`src/rtl/rns_pkg.sv`:
```
// Shared RNS residue types and constants for the mod-8 datapath.
// Latency: none (types and constants only).
// Backpressure: not applicable.
package rns_pkg;

  // Residues are 3-bit values; arithmetic wraps modulo MOD8 = 2**RES_W.
  localparam int RES_W = 3;
  localparam int MOD8  = 8;

  typedef logic [RES_W-1:0] residue_t;

  // Occupancy of the one-entry result register.
  typedef enum logic {
    OUT_EMPTY = 1'b0,
    OUT_FULL  = 1'b1
  } out_state_t;

endpackage

```
`src/rtl/adder_3bit.sv`:
```
// Mod-8 residue adder: sum = (a + b) mod 8, carry out dropped.
// Latency: combinational.
// Backpressure: none; pure function of its inputs.
//
// Ports:
//   a, b  in   residue operands
//   sum   out  (a + b) mod 8
module adder_3bit
  import rns_pkg::*;
(
  input  residue_t a,
  input  residue_t b,
  output residue_t sum
);

  // Result is sized to the residue width, so the carry is discarded and
  // the wrap modulo 8 happens for free.
  assign sum = a + b;

endmodule

```
`src/rtl/adder_3bit_arbiter.sv`:
```
// Round-robin arbiter sharing one mod-8 adder among N_REQ requesters.
// Latency: 1 cycle from request-side transfer to res_valid.
// Backpressure: all req_ready low while the result register is full and res_ready is low.
//
// Ports:
//   clk, rst          clock, synchronous active-high reset
//   req_valid/ready   per-requester handshake; req_ready is one-hot grant
//   req_a, req_b      packed operands, requester i at bits [3i+2:3i]
//   res_valid/ready   output handshake for the registered result
//   res_data, res_id  sum and index of the requester that produced it
module adder_3bit_arbiter
  import rns_pkg::*;
#(
  parameter  int N_REQ = 4,
  localparam int ID_W  = $clog2(N_REQ)
) (
  input  logic                   clk,
  input  logic                   rst,
  input  logic [N_REQ-1:0]       req_valid,
  input  logic [RES_W*N_REQ-1:0] req_a,
  input  logic [RES_W*N_REQ-1:0] req_b,
  output logic [N_REQ-1:0]       req_ready,
  output logic                   res_valid,
  input  logic                   res_ready,
  output logic [RES_W-1:0]       res_data,
  output logic [ID_W-1:0]        res_id
);

  out_state_t      state_q;
  out_state_t      state_d;
  logic [ID_W-1:0] ptr_q;
  residue_t        res_data_q;
  logic [ID_W-1:0] res_id_q;

  logic            found;
  logic [ID_W-1:0] win;
  int              idx;
  logic            can_accept;
  logic            xfer;
  residue_t        op_a;
  residue_t        op_b;
  residue_t        sum;

  // Round-robin scan starting at ptr_q and wrapping at N_REQ-1; the first
  // asserted req_valid wins.
  always_comb begin
    found = 1'b0;
    win   = '0;
    idx   = 0;
    for (int k = 0; k < N_REQ; k++) begin
      idx = int'(ptr_q) + k;
      if (idx >= N_REQ) idx = idx - N_REQ;
      if (!found && req_valid[ID_W'(idx)]) begin
        found = 1'b1;
        win   = ID_W'(idx);
      end
    end
  end

  // The register can take new data when empty or when it is being drained
  // in the same cycle.
  assign can_accept = !res_valid || res_ready;
  assign xfer       = !rst && found && can_accept;

  always_comb begin
    req_ready = '0;
    if (xfer) req_ready[win] = 1'b1;
  end

  // Operand mux for the granted requester feeding the single shared adder.
  always_comb begin
    op_a = '0;
    op_b = '0;
    for (int i = 0; i < N_REQ; i++) begin
      if (win == ID_W'(i)) begin
        op_a = req_a[i*RES_W +: RES_W];
        op_b = req_b[i*RES_W +: RES_W];
      end
    end
  end

  adder_3bit u_adder (
    .a   (op_a),
    .b   (op_b),
    .sum (sum)
  );

  // Output register occupancy: state register.
  always_ff @(posedge clk) begin
    if (rst) state_q <= OUT_EMPTY;
    else     state_q <= state_d;
  end

  // Output register occupancy: next state.
  always_comb begin
    state_d = state_q;
    case (state_q)
      OUT_EMPTY: if (xfer) state_d = OUT_FULL;
      OUT_FULL:  if (!xfer && res_ready) state_d = OUT_EMPTY;
      default:   state_d = OUT_EMPTY;
    endcase
  end

  // Output register occupancy: outputs.
  always_comb begin
    res_valid = (state_q == OUT_FULL);
  end

  // Result payload and priority pointer only move on a request-side transfer,
  // so a stalled result stays stable and an idle cycle leaves ptr alone.
  always_ff @(posedge clk) begin
    if (rst) begin
      ptr_q      <= '0;
      res_data_q <= '0;
      res_id_q   <= '0;
    end else if (xfer) begin
      res_data_q <= sum;
      res_id_q   <= win;
      ptr_q      <= (win == ID_W'(N_REQ-1)) ? '0 : win + 1'b1;
    end
  end

  assign res_data = res_data_q;
  assign res_id   = res_id_q;

endmodule

```
`config.mk`:
```
export PLATFORM = sky130hd
export DESIGN_NAME = adder_3bit_arbiter
export DESIGN_NICKNAME = d
export VERILOG_FILES = /design/src/rtl/rns_pkg.sv /design/src/rtl/adder_3bit.sv /design/src/rtl/adder_3bit_arbiter.sv
export SDC_FILE = /design/constraint.sdc
export NUM_CORES = 1
export LEC_CHECK = 0
export BUFFER_PORTS_ARGS = -buffer_cell sky130_fd_sc_hd__buf_4
export CAP_MARGIN = 10
export CORE_UTILIZATION = 30
export DETAILED_ROUTE_END_ITERATION = 8
export PLACE_DENSITY_LB_ADDON = 0.08
export REMOVE_ABC_BUFFERS = 1
export SETUP_SLACK_MARGIN = 0.3
export SLEW_MARGIN = 5
export SYNTH_ARGS = -nofsm -noshare
export SYNTH_HDL_FRONTEND = slang
export SYNTH_SLANG_ARGS = --single-unit
```
`constraint.sdc`:
```
create_clock -name clk -period 4.6 [get_ports clk]
set_input_delay 0.46 -clock clk [delete_from_list [all_inputs] [get_ports clk]]
set_output_delay 0.46 -clock clk [all_outputs]
set_load 0.1 [all_outputs]
```
After elaboration in Yosys (flattened, before gate mapping)
Index checks and enable logic that the tools add are counted.
- $add $sub $neg: 9
- multiply operators: 0
- div/mod/pow operators: 0
- $lt $le $gt $ge: 10
- equality and inequality tests: 3
- shifts and indexed selects: 0
- mux-type cells: 39
- bitwise operators: 1
- reduce and logical (&&, ||, !) cells: 15
- operators with widths (cell ; number):
    two-way mux 3 bit ; 8
    two-way mux 2 bit ; 9
    < comparator 2 x 4 -> 1 bit, second input constant ; 4
    two-way mux 1 bit ; 15
    greater-or-equal comparator 3 bit, second input constant ; 3
    binary-select mux 1 bit (select 2 bit) ; 4
    subtractor 2 x 1 -> 2 bit, second input constant ; 4
    logical AND 1 bit ; 7
    adder 2 x 2 -> 3 bit, second input constant ; 2
    logical NOT 1 bit ; 6
    equality test 2 bit, second input constant ; 2
    two-way mux 4 bit ; 1
    adder 2 x 1 -> 3 bit, second input constant ; 1
    adder 3 bit ; 1
    greater-or-equal comparator 2 x 3 -> 1 bit, second input constant ; 1
    < comparator 2 x 3 -> 1 bit, second input constant ; 1
    adder 2 x 1 -> 2 bit, second input constant ; 1
    demux 1 bit (select 2 bit) ; 1
    equality test 2 x 1 -> 1 bit, second input constant ; 1
    greater-or-equal comparator 2 x 1 -> 1 bit, second input constant ; 1
    logical NOT 2 bit ; 1
    case mux 1 bit (2 select lines) ; 1
    logical OR 1 bit ; 1
    inverter 1 bit ; 1
- bits in registers: 8
- latch bits: 0
- RAM bits: 0
- memory bits (read-only): 0
- input port bits: 31
- output and inout bits: 10
- logic and storage cells: 81
- memories: 0

Depth between registers and ports, before layout
Gate-level depths: netlist of run 1.
- depth in word-level cells: 21
- mapped depth: 14

Modules after synthesis
From an unflattened synthesis of run 1, not the netlist that was laid out.
- cell total of the unflattened synthesis: 89
- area, all modules: 788.3 µm²
- by module, submodules not included (module ; instances ; cells an instance ; area an instance (µm²) ; sequential area each (µm²)):
    adder_3bit_arbiter ; 1 ; 86 ; 732.0 ; 160.2
    adder_3bit ; 1 ; 3 ; 56.3 ; 0.0

Least setup slack after synthesis of run 1
No wires, ideal clock.
- path kind: input to register
- start: in req_valid[2]
- end: reg res_data_q[2] (netlist: res_data[2])
- arrival: 2.723 ns
- path slack: 1.754 ns
- cell stages on the path: 13
- buffers on the path: 1
- cell sequence: mux2i_1 nor2_1 nor4_1 inv_1 ha_1 clkbuf_1 nor2b_1 o31ai_1 ha_1 inv_1 fa_1 a41oi_1 nand3_1
- cells in the longest elaborated chain, start to end: 19
- elaborated cells on any way between the ends: 41
- classes of those cells: add/sub: 1; eq/ne: 3; mux: 28; reduce/logical: 9
- ends and longest elaborated chain (item ; line ; RTL):
    start, declared ; adder_3bit_arbiter.sv:19 ; input logic [N_REQ-1:0] req_valid,
    binary-select mux 1 bit (select 2 bit) ; adder_3bit_arbiter.sv:53 ; if (!found && req_valid[ID_W'(idx)]) begin
    two-way mux 1 bit (not written as such) (2 in a row) ; adder_3bit_arbiter.sv:53 ;
    two-way mux 1 bit ; adder_3bit_arbiter.sv:53 ;
    logical NOT 1 bit ; adder_3bit_arbiter.sv:53 ;
    logical AND 1 bit ; adder_3bit_arbiter.sv:53 ;
    two-way mux 1 bit ; adder_3bit_arbiter.sv:53 ;
    logical NOT 1 bit ; adder_3bit_arbiter.sv:53 ;
    logical AND 1 bit ; adder_3bit_arbiter.sv:53 ;
    two-way mux 1 bit ; adder_3bit_arbiter.sv:53 ;
    logical NOT 1 bit ; adder_3bit_arbiter.sv:53 ;
    logical AND 1 bit ; adder_3bit_arbiter.sv:53 ;
    two-way mux 2 bit * ; adder_3bit_arbiter.sv:53 ;
    named net win[0] ; adder_3bit_arbiter.sv:36 ; logic [ID_W-1:0] win;
    logical NOT 2 bit ; adder_3bit_arbiter.sv:75 ; if (win == ID_W'(i)) begin
    two-way mux 3 bit (4 in a row) ; adder_3bit_arbiter.sv:75 ;
    adder 3 bit * ; adder_3bit.sv:18 ; assign sum = a + b;
    end signal, assigned ; adder_3bit_arbiter.sv:117 ; res_data_q <= sum;
    end, declared ; adder_3bit_arbiter.sv:32 ; residue_t res_data_q;
The timed path passes the listed nets; every way through them passes the cells marked *. The select of a mux whose other input is x is not followed.
A chain may end at the register's enable or synchronous reset.

Worst setup path in the final report of run 1
- start: reg ptr_q[1]
- end: reg res_data_q[1] (netlist: res_data[1])
- cells in the longest elaborated chain, start to end: 21
- elaborated cells on any way between the ends: 56
- classes of those cells: add/sub: 8; order compare: 4; eq/ne: 3; mux: 32; reduce/logical: 9
- ends and longest elaborated chain (item ; line ; RTL):
    start, declared ; adder_3bit_arbiter.sv:31 ; logic [ID_W-1:0] ptr_q;
    start signal, assigned ; adder_3bit_arbiter.sv:119 ; ptr_q <= (win == ID_W'(N_REQ-1)) ? '0 : win + 1'b1;
    branches (longest 14 deep; another with adder 2 x 1 -> 3 bit) ; -- ;
    two-way mux 2 bit * ; adder_3bit_arbiter.sv:53 ;
    named net win[0] ; adder_3bit_arbiter.sv:36 ;
    logical NOT 2 bit ; adder_3bit_arbiter.sv:75 ;
    two-way mux 3 bit (4 in a row) ; adder_3bit_arbiter.sv:75 ;
    adder 3 bit * ; adder_3bit.sv:18 ;
Mark *: on every way through the listed nets, which the timed path passes. The select of a mux whose other input is x is not followed.

==> results of run 1 <==
==> through the flow <==
stage	util	setup slack, ns	total power, mW
after floorplan	-	1.82	0.322
after global placement	0.470	1.36	0.397
after detailed placement	0.470	1.37	0.396
after CTS	0.480	1.47	0.454
after global routing	0.480	1.24	0.482
final	0.480	1.51	0.450
==> worst reg2reg max path: stages, from the launching register on <==
cell      delay, ns
dfxtp_1        0.42
mux2i_1        0.21
nor2_1         0.08
nor4_1         0.44
inv_1          0.13
ha_1           0.23
nor2b_1        0.18
a221oi_1       0.30
o31ai_1        0.11
ha_1           0.21
inv_1          0.06
fa_1           0.40
a211oi_1       0.24
==> registers in the layout, summed over array words and instances (netlist names) <==
name / cells
res_data: 3
res_valid: 1
res_id: 2
ptr_q: 2
==> layout by cell type (no fill, tap or decap), types with 2 or more instances in the layout <==
cell type  instances
xor2_1             4
clkbuf_4           3
nor3_1             3
a21oi_1            6
o31ai_1            2
nor2_1             5
a221oi_1           4
nand4b_1           2
inv_1              5
mux2i_1            2
and2_1             4
nand2_1            5
o21ai_0            2
dfxtp_1            8
buf_4             40
nand3_1            2
ha_1               5
nor2b_1            7
nand2b_1           7
==> layer usage <==
metal / global-route usage / part of all wire
met2: 0.259 / 0.49
met4: 0 / 0
met1: 0.185 / 0.45
met5: 0 / 0
met3: 0.0638 / 0.059
==> Yosys cell counts, drive strengths merged <==
cell	n
o31ai	2
nor2	5
buf	2
ha	5
nor3	4
a41oi	1
nand2	5
inv	5
dfxtp	8
or4	1
a211oi	2
nor2b	7
nand3	2
nor4b	1
nor4	2
a32oi	1
fa	1
mux2i	2
o21a	1
a21o	1
xor2	4
a21oi	6
nand2b	7
a2111oi	1
o21ai	2
o22ai	1
nand4b	2
a221oi	4
o21bai	1
and2	4
clkbuf	2
==> path summary, 6_finish.rpt <==
check / startpoint / to
hold reg to reg: res_id[0] / res_id[0]
setup reg to reg: ptr_q[1] / res_data[1]
setup / recovery: ptr_q[1] / res_data[1]
hold / removal: res_id[0] / res_id[0]
==> layout make-up <==
cell class                      instances  area [um2]  area share
Multi-Input combinational cell         75         566       0.513
Timing Repair Buffer                   40         300       0.272
Inverter                                5        18.8      0.0170
Tap cell                               28        35.0      0.0318
Clock buffer                            3        22.5      0.0204
Sequential cell                         8         160       0.145
==> power by group through the flow <==
| stage | logic (mW) | clock network [mW] | registers, mW |
|---|---|---|---|
| final | 0.296 | 0.0567 | 0.0970 |
| after global routing | 0.322 | 0.0611 | 0.0991 |
| after CTS | 0.299 | 0.0574 | 0.0973 |
| after detailed placement | 0.298 | 0 | 0.0986 |
| after global placement | 0.298 | 0 | 0.0985 |
| after floorplan | 0.135 | 0 | 0.187 |
==> cells by family after synthesis <==
family / share of synthesized area
flip-flops: 0.210
adder cells (fa/ha/maj): 0.108
XOR/XNOR: 0.0460
AO/OA/AOI/OAI: 0.217
multiplexers: 0.0263
AND/OR/NAND/NOR: 0.345
buffers and inverters: 0.0476
==> summary.txt, run 1 <==
Clock tree
  • Clock sink count: 8
  • CTS Buf Count: 3
  • CTS H-tree lvls: 1
  • CTS Buffer Depth: 2
  • Clk slew on worst S/H paths: 0.06 ns
  • CTS tree: yes
  • Post-CTS Resized: 0
  • Post-CTS Hold Buffers: 0
  • Clk Latency, worst-skew pair: 0.26 ns
  • Clk root buf: clkbuf_4
  • # Post-CTS Setup Buffers: 0

Min path
  • Worst Hold Depth: 2
  • Min-delay worst type: reg -> reg

Floorplanning
  • Num rows: 17
  • Die W: 52.4 um
  • Area of the die: 2750 um2
  • Starting density of the core: 0.332
  • Die Ht: 52.4 um
  • I/O pins: 41
  • Core Area: 2300 um2

Synthesis
  • Sequential area share after synthesis: 0.210
  • Synth Register Bits: 8
  • Synth cell types: 34
  • Syn avg cell area: 8.28 um2
  • Largest area contributor in the netlist: dfxtp_1
  • Share of the synthesized area in the top cell type: 0.210
  • Mapped Area: 762 um2
  • Cells after synthesis: 92
  • Top post-synthesis cells by area: dfxtp_1, ha_1, nand2b_1
  • Yosys warnings: 0

STA
  • Worst-margin pin slew: 0.514 ns
  • Fin crit period: 3.09 ns
  • Fin. Hold Viols: 0
  • Final Max Tran Viols: 0
  • Hold slack: 0.466 ns
  • Part of the cycle the worst path needs: 0.672
  • RSZ-0062 raised after global routing: no
  • Final setup viols: 0
  • Layout Skew: 0.00439 ns
  • Setup TNS: 0 ns
  • Max transition margin: 0.656
  • Fmax: 0.323 GHz

GRT
  • Largest net degree at the start of global routing: 16
  • Vias in the first global route: 719
  • Grt ovf: 0
  • GRT Overall Usage: 0.151
  • Initial antenna violation count: 0
  • First-pass GRT wire length: 3.08 mm

Setup path
  • Path length in cells of the critical path: 12
  • Slowest CP cell: nor4_1
  • Crit path max fanout: 6
  • R2R setup slack: 1.51 ns
  • WP buf/inv: 2
  • Setup CP Type: reg -> reg
  • Worst Path Required: 4.76 ns
  • CP Cell Sequence: mux2i_1, nor2_1, nor4_1, inv_1, ha_1, nor2b_1, a221oi_1, o31ai_1, ha_1, inv_1, fa_1, a211oi_1
  • Endpoint class of the critical path: flip-flop
  • Slowest Stage Delay on Critical Path: 0.44 ns
  • Crit path DAT: 3.25 ns
  • Worst setup SP type: flip-flop
  • R2r worst-path depth: 12
  • Crit path max-delay family: adder cells

Final layout
  • Layout area overhead: 44.7%
  • Final Net Count: 170
  • Non-Filler Instances: 159
  • Ant diodes: 0
  • Design Area, Final: 1100 um2
  • # fillers: 234
  • Layout cells sized above 1: 0.366

Pwr
  • Internal Pwr Total: 0.210 mW
  • Switching share of total power: 0.534
  • Worst VDD drop: 0.275 mV
  • Leak: 0.484 nW
  • Clock network power share: 0.126
  • Seq pwr share: 0.216
  • Gate power share: 0.658
  • Net Sw Power: 0.240 mW
  • Pwr dens: 408 nW/um2

Place
  • Placer Congestion: 0.724
  • Post-DP Area: 1080 um2
  • Dpl hpwl: 1.59 mm
  • IO Port Bufs: 40
  • Placed insts: 156

Route
  • Final WL: 1.96 mm
  • Avg WL per Cell: 12.3 um
  • Vias: 776
  • Final ANT Viol Nets: 0
  • Via density per instance: 4.88
  • Number of remaining DRC errors: 0
  • TritonRoute pass-1 iters: 4
  • Detailed Route Iter0 Violations: 5

Job
  • Max Cap Viol: 0

Run status
  • Outcome: finished clean
Power figures use the tool's default switching activity.
==> inputs of run 2 (changes only) <==
--- a/config.mk
+++ b/config.mk
@@ -5,6 +5,7 @@
 export SDC_FILE = /design/constraint.sdc
 export NUM_CORES = 1
 export LEC_CHECK = 0
+export ABC_AREA = 1
 export BUFFER_PORTS_ARGS = -buffer_cell sky130_fd_sc_hd__buf_4
 export CAP_MARGIN = 10
 export CORE_UTILIZATION = 30
==> constraint.sdc (replaced) <==
create_clock -name clk -period 3.15 [get_ports clk]
set_input_delay 0.315 -clock clk [delete_from_list [all_inputs] [get_ports clk]]
set_output_delay 0.315 -clock clk [all_outputs]
set_load 0.1 [all_outputs]
==> run 2 against run 1 <==
The run now ends with design-rule violations left. Sequential cell count unchanged. Final cell count grew 57%. Die area grew 20%. Count of clock-buffer cells in the layout did not move. Utilization up 11 points. Non-clock buffer count up 27. Largest power group unchanged. Combinational power rose to 6.0 times the previous value. Hold slack lost 0.24 ns. Clock skew is 0.0030 ns lower.
==> summary.txt, run 2 <==
Min path
  • Worst Hold Depth: 2 (unchanged)
  • Hold_sp: rst (was res_id[0])
  • Hold-critical path endpoint: ptr_q[0] (was res_id[0])
  • Min-delay worst type: in -> reg (was reg -> reg)

Run status
  • Failing checks: design-rule violations
  • Outcome: complete, but fails checks (was finished clean)

Final layout
  • Final Net Count: 258 (was 170)
  • Commonest non-fill, non-tap cell in the layout: buf_4 (unchanged)
  • Commonest cells after routing, fill and taps aside: buf_4, nand2_1, nand2_2 (was buf_4, dfxtp_1, nand2b_1, nor2b_1, a21oi_1)
  • Layout cells sized above 1: 0.562 (was 0.366)
  • Layout area overhead: 81.3% (was 44.7%)
  • Ant diodes: 0 (unchanged)
  • Max FFs per register: 3 (unchanged)
  • Non-Filler Instances: 250 (was 159)

Route
  • Via density per instance: 4.81 (was 4.88)
  • Avg WL per Cell: 11.4 um (was 12.3 um)
  • Number of remaining DRC errors: 8 (was 0)
  • Detailed Route Iter0 Violations: 38 (was 5)
  • Met1 Wirelength: 1.28 mm (was 882 um)
  • WL met3: 171 um (was 115 um)
  • Vias: 1203 (was 776)
  • Final WL: 2.85 mm (was 1.96 mm)
  • Met2 Wirelength: 1.37 mm (was 957 um)
  • Final ANT Viol Nets: 0 (unchanged)
  • TritonRoute pass-1 iters: 6 (was 4)
  • Max layer used: met4 (was met3)

Pwr
  • Internal Pwr Total: 0.864 mW (was 0.210 mW)
  • Leak: 0.872 nW (was 0.484 nW)
  • Worst VDD drop: 0.791 mV (was 0.275 mV)
  • Seq pwr share: 0.087 (was 0.216)
  • Switching share of total power: 0.577 (was 0.534)
  • Net Sw Power: 1.18 mW (was 0.240 mW)
  • Pwr dens: 1230 nW/um2 (was 408 nW/um2)
  • Overall Power: 2.04 mW (was 0.450 mW)
  • Clock network power share: 0.037 (was 0.126)
  • Gate power share: 0.876 (was 0.658)

Synthesis
  • Share of the synthesized area in the top cell type: 0.208 (was 0.210)
  • Synth Register Bits: 8 (unchanged)
  • Syn avg cell area: 6.08 um2 (was 8.28 um2)
  • Most numerous cell in the Yosys netlist: nand2_1 (was dfxtp_1)
  • Yosys warnings: 0 (unchanged)
  • Main synth FF type: dfxtp_1 (unchanged)
  • EDFF count, synth: 0 (unchanged)
  • Top post-synthesis cells by area: nand2_1, dfxtp_1, nand3_1 (was dfxtp_1, ha_1, nand2b_1)
  • Sequential area share after synthesis: 0.174 (was 0.210)
  • Cells after synthesis: 151 (was 92)
  • Mapped Area: 918 um2 (was 762 um2)
  • Largest area contributor in the netlist: nand2_1 (was dfxtp_1)
  • Top cells by instance count after synthesis: nand2_1, inv_1, nand3_1, nor2_1, a21oi_1 (was dfxtp_1, nand2b_1, nor2b_1, a21oi_1)
  • Synth cell types: 25 (was 34)
  • Async set-reset flop share out of synthesis: 0 (unchanged)

STA
  • Final setup viols: 0 (unchanged)
  • Fin. Hold Viols: 0 (unchanged)
  • Final Max Tran Viols: 0 (unchanged)
  • RSZ-0062 raised after global routing: yes (was no)
  • Final worst setup slack: 0.170 ns (was 1.51 ns)
  • Fin crit period: 2.98 ns (was 3.09 ns)
  • Part of the cycle the worst path needs: 0.946 (was 0.672)
  • Layout Skew: 0.00137 ns (was 0.00439 ns)
  • Fmax: 0.336 GHz (was 0.323 GHz)
  • Max transition margin: 0.813 (was 0.656)
  • Worst-margin pin slew: 0.283 ns (was 0.514 ns)

Setup path
  • R2r worst-path depth: 21 (was 12)
  • Setup CP Type: reg -> reg (unchanged)
  • Crit path DAT: 3.13 ns (was 3.25 ns)
  • Worst R2R End: res_data[1] (unchanged)
  • Endpoint class of the critical path: flip-flop (unchanged)
  • Worst setup SP type: flip-flop (unchanged)
  • Worst Path Required: 3.29 ns (was 4.76 ns)
  • R2R setup slack: 0.17 ns (was 1.51 ns)
  • Crit path max fanout: 8 (was 6)
  • Worst reg2reg startpoint: ptr_q[0] (was ptr_q[1])

GRT
  • Grt ovf: 0 (unchanged)
  • First-pass GRT wire length: 4.33 mm (was 3.08 mm)
  • Largest net degree at the start of global routing: 12 (was 16)
  • Vias in the first global route: 1097 (was 719)
  • Initial antenna violation count: 0 (unchanged)
  • GRT Overall Usage: 0.165 (was 0.151)

Floorplanning
  • Starting density of the core: 0.325 (was 0.332)
  • Die W: 57.3 um (was 52.4 um)
  • Die Ht: 57.3 um (was 52.4 um)
  • Num rows: 19 (was 17)
  • I/O pins: 41 (unchanged)
  • Core Area: 2830 um2 (was 2300 um2)
  • Area of the die: 3290 um2 (was 2750 um2)

Clock tree
  • CTS Buf Count: 3 (unchanged)
  • Clock sink count: 8 (unchanged)
  • Clk slew on worst S/H paths: 0.05 ns (was 0.06 ns)
  • Clk Latency, worst-skew pair: 0.25 ns (was 0.26 ns)
  • CTS tree: yes (unchanged)
  • Post-CTS Hold Buffers: 0 (unchanged)
  • Clk root buf: clkbuf_4 (unchanged)
  • CTS Buffer Depth: 2 (unchanged)
  • CTS H-tree lvls: 1 (unchanged)

Place
  • Pre-CTS WS: 0.00126 ns (was 1.37 ns)
  • Placer Congestion: 0.809 (was 0.724)
  • IO Port Bufs: 40 (unchanged)
  • Placed insts: 224 (was 156)
  • Dpl hpwl: 1.87 mm (was 1.59 mm)

Job
  • Max Cap Viol: 0 (unchanged)
==> run 2: final cells by class <==
class | instances | area, um2
fill | 271 | 1160
inverter | 21 | 87.6
tap | 31 | 38.8
multi-input combinational | 120 | 790
clock buffer | 3 | 22.5
timing repair buffer | 67 | 559
sequential | 8 | 168
==> run 2: cell families (layout without fill, tap and decap cells) <==
kind of cell / Yosys count / count (layout) / share of synthesized area
buffers and inverters: 23 / 91 / 0.120
adders and majority gates: 6 / 6 / 0.0899
DFF: 8 / 8 / 0.174
and+or+nand+nor: 89 / 89 / 0.441
xor gates and xnor gates: 3 / 3 / 0.0286
AOI/OAI and AO/OA: 22 / 22 / 0.146
==> run 2: through the flow <==
stage | hold slack [ns] | utilization | cell area [um2] | TNS, ns
2_1_floorplan | 0.377 | - | 887 | -0.322
3_3_place_gp | 0.459 | 0.444 | 1260 | 0
3_5_place_dp | 0.462 | 0.444 | 1260 | 0
4_1_cts | 0.216 | 0.533 | 1510 | 0
5_1_grt | 0.223 | 0.589 | 1670 | 0
6_report | 0.227 | 0.589 | 1670 | 0
==> run 2: repair_timing <==
item / in CTS / in global routing
cloned: 0 / 0
gates resized for setup: 27 / 37
pin swaps: 5 / 13
setup buffers: 19 / 4
endpoints found under the setup margin: 2 / 4
==> run 2: worst max path at each step <==
| stage | start | to | depth (start not counted) |
|---|---|---|---|
| 2_1_floorplan | ptr_q[0] | req_ready[2] | 13 |
| 3_3_place_gp | ptr_q[1] | res_data[2] | 22 |
| 3_5_place_dp | ptr_q[0] | res_data[2] | 21 |
| 4_1_cts | ptr_q[0] | res_data[2] | 22 |
| 5_1_grt | ptr_q[0] | res_data[1] | 21 |
| 6_report | ptr_q[0] | res_data[1] | 21 |
==> run 2: per-layer routing <==
layer,vias to the layer above,track usage
met4,0,0.0732
met5,-,0
met2,38,0.279
li1,616,-
met1,545,0.206
met3,4,0.0249
==> run 2: critical path, stage by stage (launching register included) <==
cell and delay (ns):
dfxtp_4 0.35, buf_6 0.14, nand2_2 0.10, nand2_2 0.08
o21ai_4 0.20, nand2_2 0.10, nand2_1 0.09, nand2_2 0.07
nand3_4 0.13, inv_4 0.06, ha_4 0.16, nor2_4 0.14
a22oi_2 0.07, nand2_1 0.06, o21ai_1 0.06, a21oi_1 0.17
ha_2 0.20, inv_2 0.04, fa_2 0.52, nand2_2 0.05
nand2_1 0.05, nor2_1 0.04
==> run 2: power groups by stage <==
stage / clock network, mW / logic [mW] / registers (mW)
final: 0.0754 / 1.79 / 0.177
after global routing: 0.0824 / 1.95 / 0.182
after CTS: 0.0813 / 1.58 / 0.175
after detailed placement: 0 / 1.37 / 0.169
after global placement: 0 / 1.37 / 0.170
after floorplan: 0 / 0.835 / 0.390
==> inputs of run 3 (changes only) <==
--- a/config.mk
+++ b/config.mk
@@ -5,7 +5,6 @@
 export SDC_FILE = /design/constraint.sdc
 export NUM_CORES = 1
 export LEC_CHECK = 0
-export ABC_AREA = 1
 export BUFFER_PORTS_ARGS = -buffer_cell sky130_fd_sc_hd__buf_4
 export CAP_MARGIN = 10
 export CORE_UTILIZATION = 30
==> run 3 against run 2 <==
The flow now finishes without violations. Maximum frequency grew 8.9%. Sequential power shrank 20%. Final cell count shrank 34%. Global-route usage shrank 0.21 points. Combinational power shrank 71%. Die area shrank 16%. Non-clock buffer count shrank 22. Utilization shrank 4.9 points. Routed wire length shrank 25%. Sequential share of layout area grew 3.1 points.
==> summary.txt, run 3 (synthesis results as in run 1) <==
Floorplanning
  • I/O pins: 41 (unchanged)
  • Starting density of the core: 0.332 (was 0.325)
  • Core Area: 2300 um2 (was 2830 um2)
  • Die Ht: 52.4 um (was 57.3 um)
  • Die W: 52.4 um (was 57.3 um)
  • Num rows: 17 (was 19)
  • Area of the die: 2750 um2 (was 3290 um2)

Final layout
  • Max FFs per register: 3 (unchanged)
  • Final Net Count: 175 (was 258)
  • Ant diodes: 0 (unchanged)
  • Design Area, Final: 1240 um2 (was 1670 um2)
  • Layout cells sized above 1: 0.529 (was 0.562)
  • Commonest cells after routing, fill and taps aside: buf_4, nand2b_1, nor2b_1, dfxtp_1 (was buf_4, nand2_1, nand2_2)
  • Core Util, Final: 0.540 (was 0.589)
  • Layout area overhead: 62.7% (was 81.3%)
  • Commonest non-fill, non-tap cell in the layout: buf_4 (unchanged)
  • Non-Filler Instances: 164 (was 250)

GRT
  • Initial antenna violation count: 0 (unchanged)
  • Vias in the first global route: 755 (was 1097)
  • Grt ovf: 0 (unchanged)
  • GRT Overall Usage: 0.162 (was 0.165)
  • Largest net degree at the start of global routing: 16 (was 12)
  • First-pass GRT wire length: 3.28 mm (was 4.33 mm)

Setup path
  • Crit path max fanout: 6 (was 8)
  • Endpoint class of the critical path: flip-flop (unchanged)
  • Crit path DAT: 2.91 ns (was 3.13 ns)
  • Slowest Stage Delay on Critical Path: 0.44 ns (was 0.52 ns)
  • Critical path endpoint: res_data[1] (unchanged)
  • R2r worst-path depth: 11 (was 21)
  • Worst Setup SP: ptr_q[1] (was ptr_q[0])
  • Worst setup SP type: flip-flop (unchanged)
  • Worst R2R End: res_data[1] (unchanged)
  • Setup CP Type: reg -> reg (unchanged)
  • Slowest CP cell: fa_2 (unchanged)
  • Worst reg2reg startpoint: ptr_q[1] (was ptr_q[0])
  • CP Cell Sequence: mux2i_1, nor2_2, nor4_4, ha_2, nor2b_4, a221oi_2, o31ai_1, ha_1, inv_1, fa_2, a211oi_2 (was buf_6, nand2_2, nand2_2, o21ai_4, nand2_2, nand2_1, nand2_2, nand3_4, inv_4, ha_4, nor2_4, a22oi_2, nand2_1, o21ai_1, a21oi_1, ha_2, inv_2, fa_2, nand2_2, nand2_1, nor2_1)
  • R2R setup slack: 0.41 ns (was 0.17 ns)
  • Worst Path Required: 3.33 ns (was 3.29 ns)

Pwr
  • Seq pwr share: 0.189 (was 0.087)
  • Net Sw Power: 0.387 mW (was 1.18 mW)
  • Clock network power share: 0.110 (was 0.037)
  • Switching share of total power: 0.520 (was 0.577)
  • Internal Pwr Total: 0.357 mW (was 0.864 mW)
  • Gate power share: 0.701 (was 0.876)
  • Overall Power: 0.744 mW (was 2.04 mW)
  • Worst VDD drop: 0.489 mV (was 0.791 mV)
  • Leak: 0.523 nW (was 0.872 nW)
  • Pwr dens: 600 nW/um2 (was 1230 nW/um2)

Route
  • Final ANT Viol Nets: 0 (unchanged)
  • Number of remaining DRC errors: 0 (was 8)
  • TritonRoute pass-1 iters: 4 (was 6)
  • Final WL: 2.13 mm (was 2.85 mm)
  • Avg WL per Cell: 13.0 um (was 11.4 um)
  • Detailed Route Iter0 Violations: 5 (was 38)
  • Vias: 812 (was 1203)
  • Via density per instance: 4.95 (was 4.81)

Place
  • Post-DP Area: 1090 um2 (was 1260 um2)
  • Pre-CTS WS: 0.0570 ns (was 0.00126 ns)
  • Placer Congestion: 0.753 (was 0.809)
  • Dpl hpwl: 1.59 mm (was 1.87 mm)
  • Placed insts: 158 (was 224)
  • IO Port Bufs: 40 (unchanged)

Run status
  • Outcome: finished clean (was complete, but fails checks)

STA
  • Fmax: 0.365 GHz (was 0.336 GHz)
  • Hold slack: 0.324 ns (was 0.227 ns)
  • Setup TNS: 0 ns (unchanged)
  • Worst-margin pin slew: 0.559 ns (was 0.283 ns)
  • RSZ-0062 raised after global routing: yes (unchanged)
  • Layout Skew: 0.00559 ns (was 0.00137 ns)
  • Part of the cycle the worst path needs: 0.869 (was 0.946)
  • Max transition margin: 0.626 (was 0.813)
  • Fin. Hold Viols: 0 (unchanged)
  • Final Max Tran Viols: 0 (unchanged)
  • Final setup viols: 0 (unchanged)
  • Fin crit period: 2.74 ns (was 2.98 ns)
  • Final worst setup slack: 0.414 ns (was 0.170 ns)

Clock tree
  • CTS Buffer Depth: 2 (unchanged)
  • Clk root buf: clkbuf_4 (unchanged)
  • Clk Latency, worst-skew pair: 0.26 ns (was 0.25 ns)
  • Clk slew on worst S/H paths: 0.06 ns (was 0.05 ns)
  • Clock sink count: 8 (unchanged)
  • CTS tree: yes (unchanged)
  • CTS Buf Count: 3 (unchanged)
  • CTS H-tree lvls: 1 (unchanged)

Min path
  • Min-delay worst type: in -> reg (unchanged)

Job
  • Max Cap Viol: 0 (unchanged)
run 3: worst max-delay path: cells and delay by family, from the launching register on:
kind	cells	cell delay, ns
fa+ha+maj	3	1.00
compound gates	3	0.52
buf+inv	1	0.08
mux	1	0.21
simple gates	3	0.49
flops	1	0.35
run 3: worst min-delay path by stage:
| stage | from | endpoint | slack (ns) | depth (start not counted) |
|---|---|---|---|---|
| after floorplan | rst | res_valid | 0.38 | 1 |
| after global placement | res_id[0] | res_id[0] | 0.46 | 2 |
| after detailed placement | res_id[0] | res_id[0] | 0.46 | 2 |
| after CTS | rst | res_valid | 0.31 | 2 |
| after global routing | rst | res_valid | 0.32 | 2 |
| final | rst | res_data[1] | 0.32 | 2 |
run 3: repair_timing:
item | in CTS | in global routing
resized for setup | 3 | 20
pin swaps | 1 | 7
hold endpoints to repair | 0 | 0
hold buffers | 0 | 0
buffers inserted | 1 | 2
setup endpoints to repair | 2 | 2
run 3: metal layers:
| metal | share of wire | global-route usage |
|---|---|---|
| met2 | 0.47 | 0.264 |
| met4 | 0 | 0.0263 |
| met3 | 0.051 | 0.0522 |
| met5 | 0 | 0 |
| met1 | 0.48 | 0.211 |
run 3: power by group through the flow:
stage | Combinational (mW) | Clock (mW) | Sequential [mW]
after floorplan | 0.197 | 0 | 0.274
after global placement | 0.447 | 0 | 0.141
after detailed placement | 0.448 | 0 | 0.142
after CTS | 0.460 | 0.0840 | 0.140
after global routing | 0.555 | 0.0898 | 0.144
final | 0.522 | 0.0815 | 0.141
run 3: area by class of cell:
type | instances | area, um2
fill | 222 | 1060
multi-input combinational | 75 | 663
timing repair buffer | 45 | 338
sequential | 8 | 163
tap | 28 | 35.0
clock buffer | 3 | 22.5
inverter | 5 | 18.8
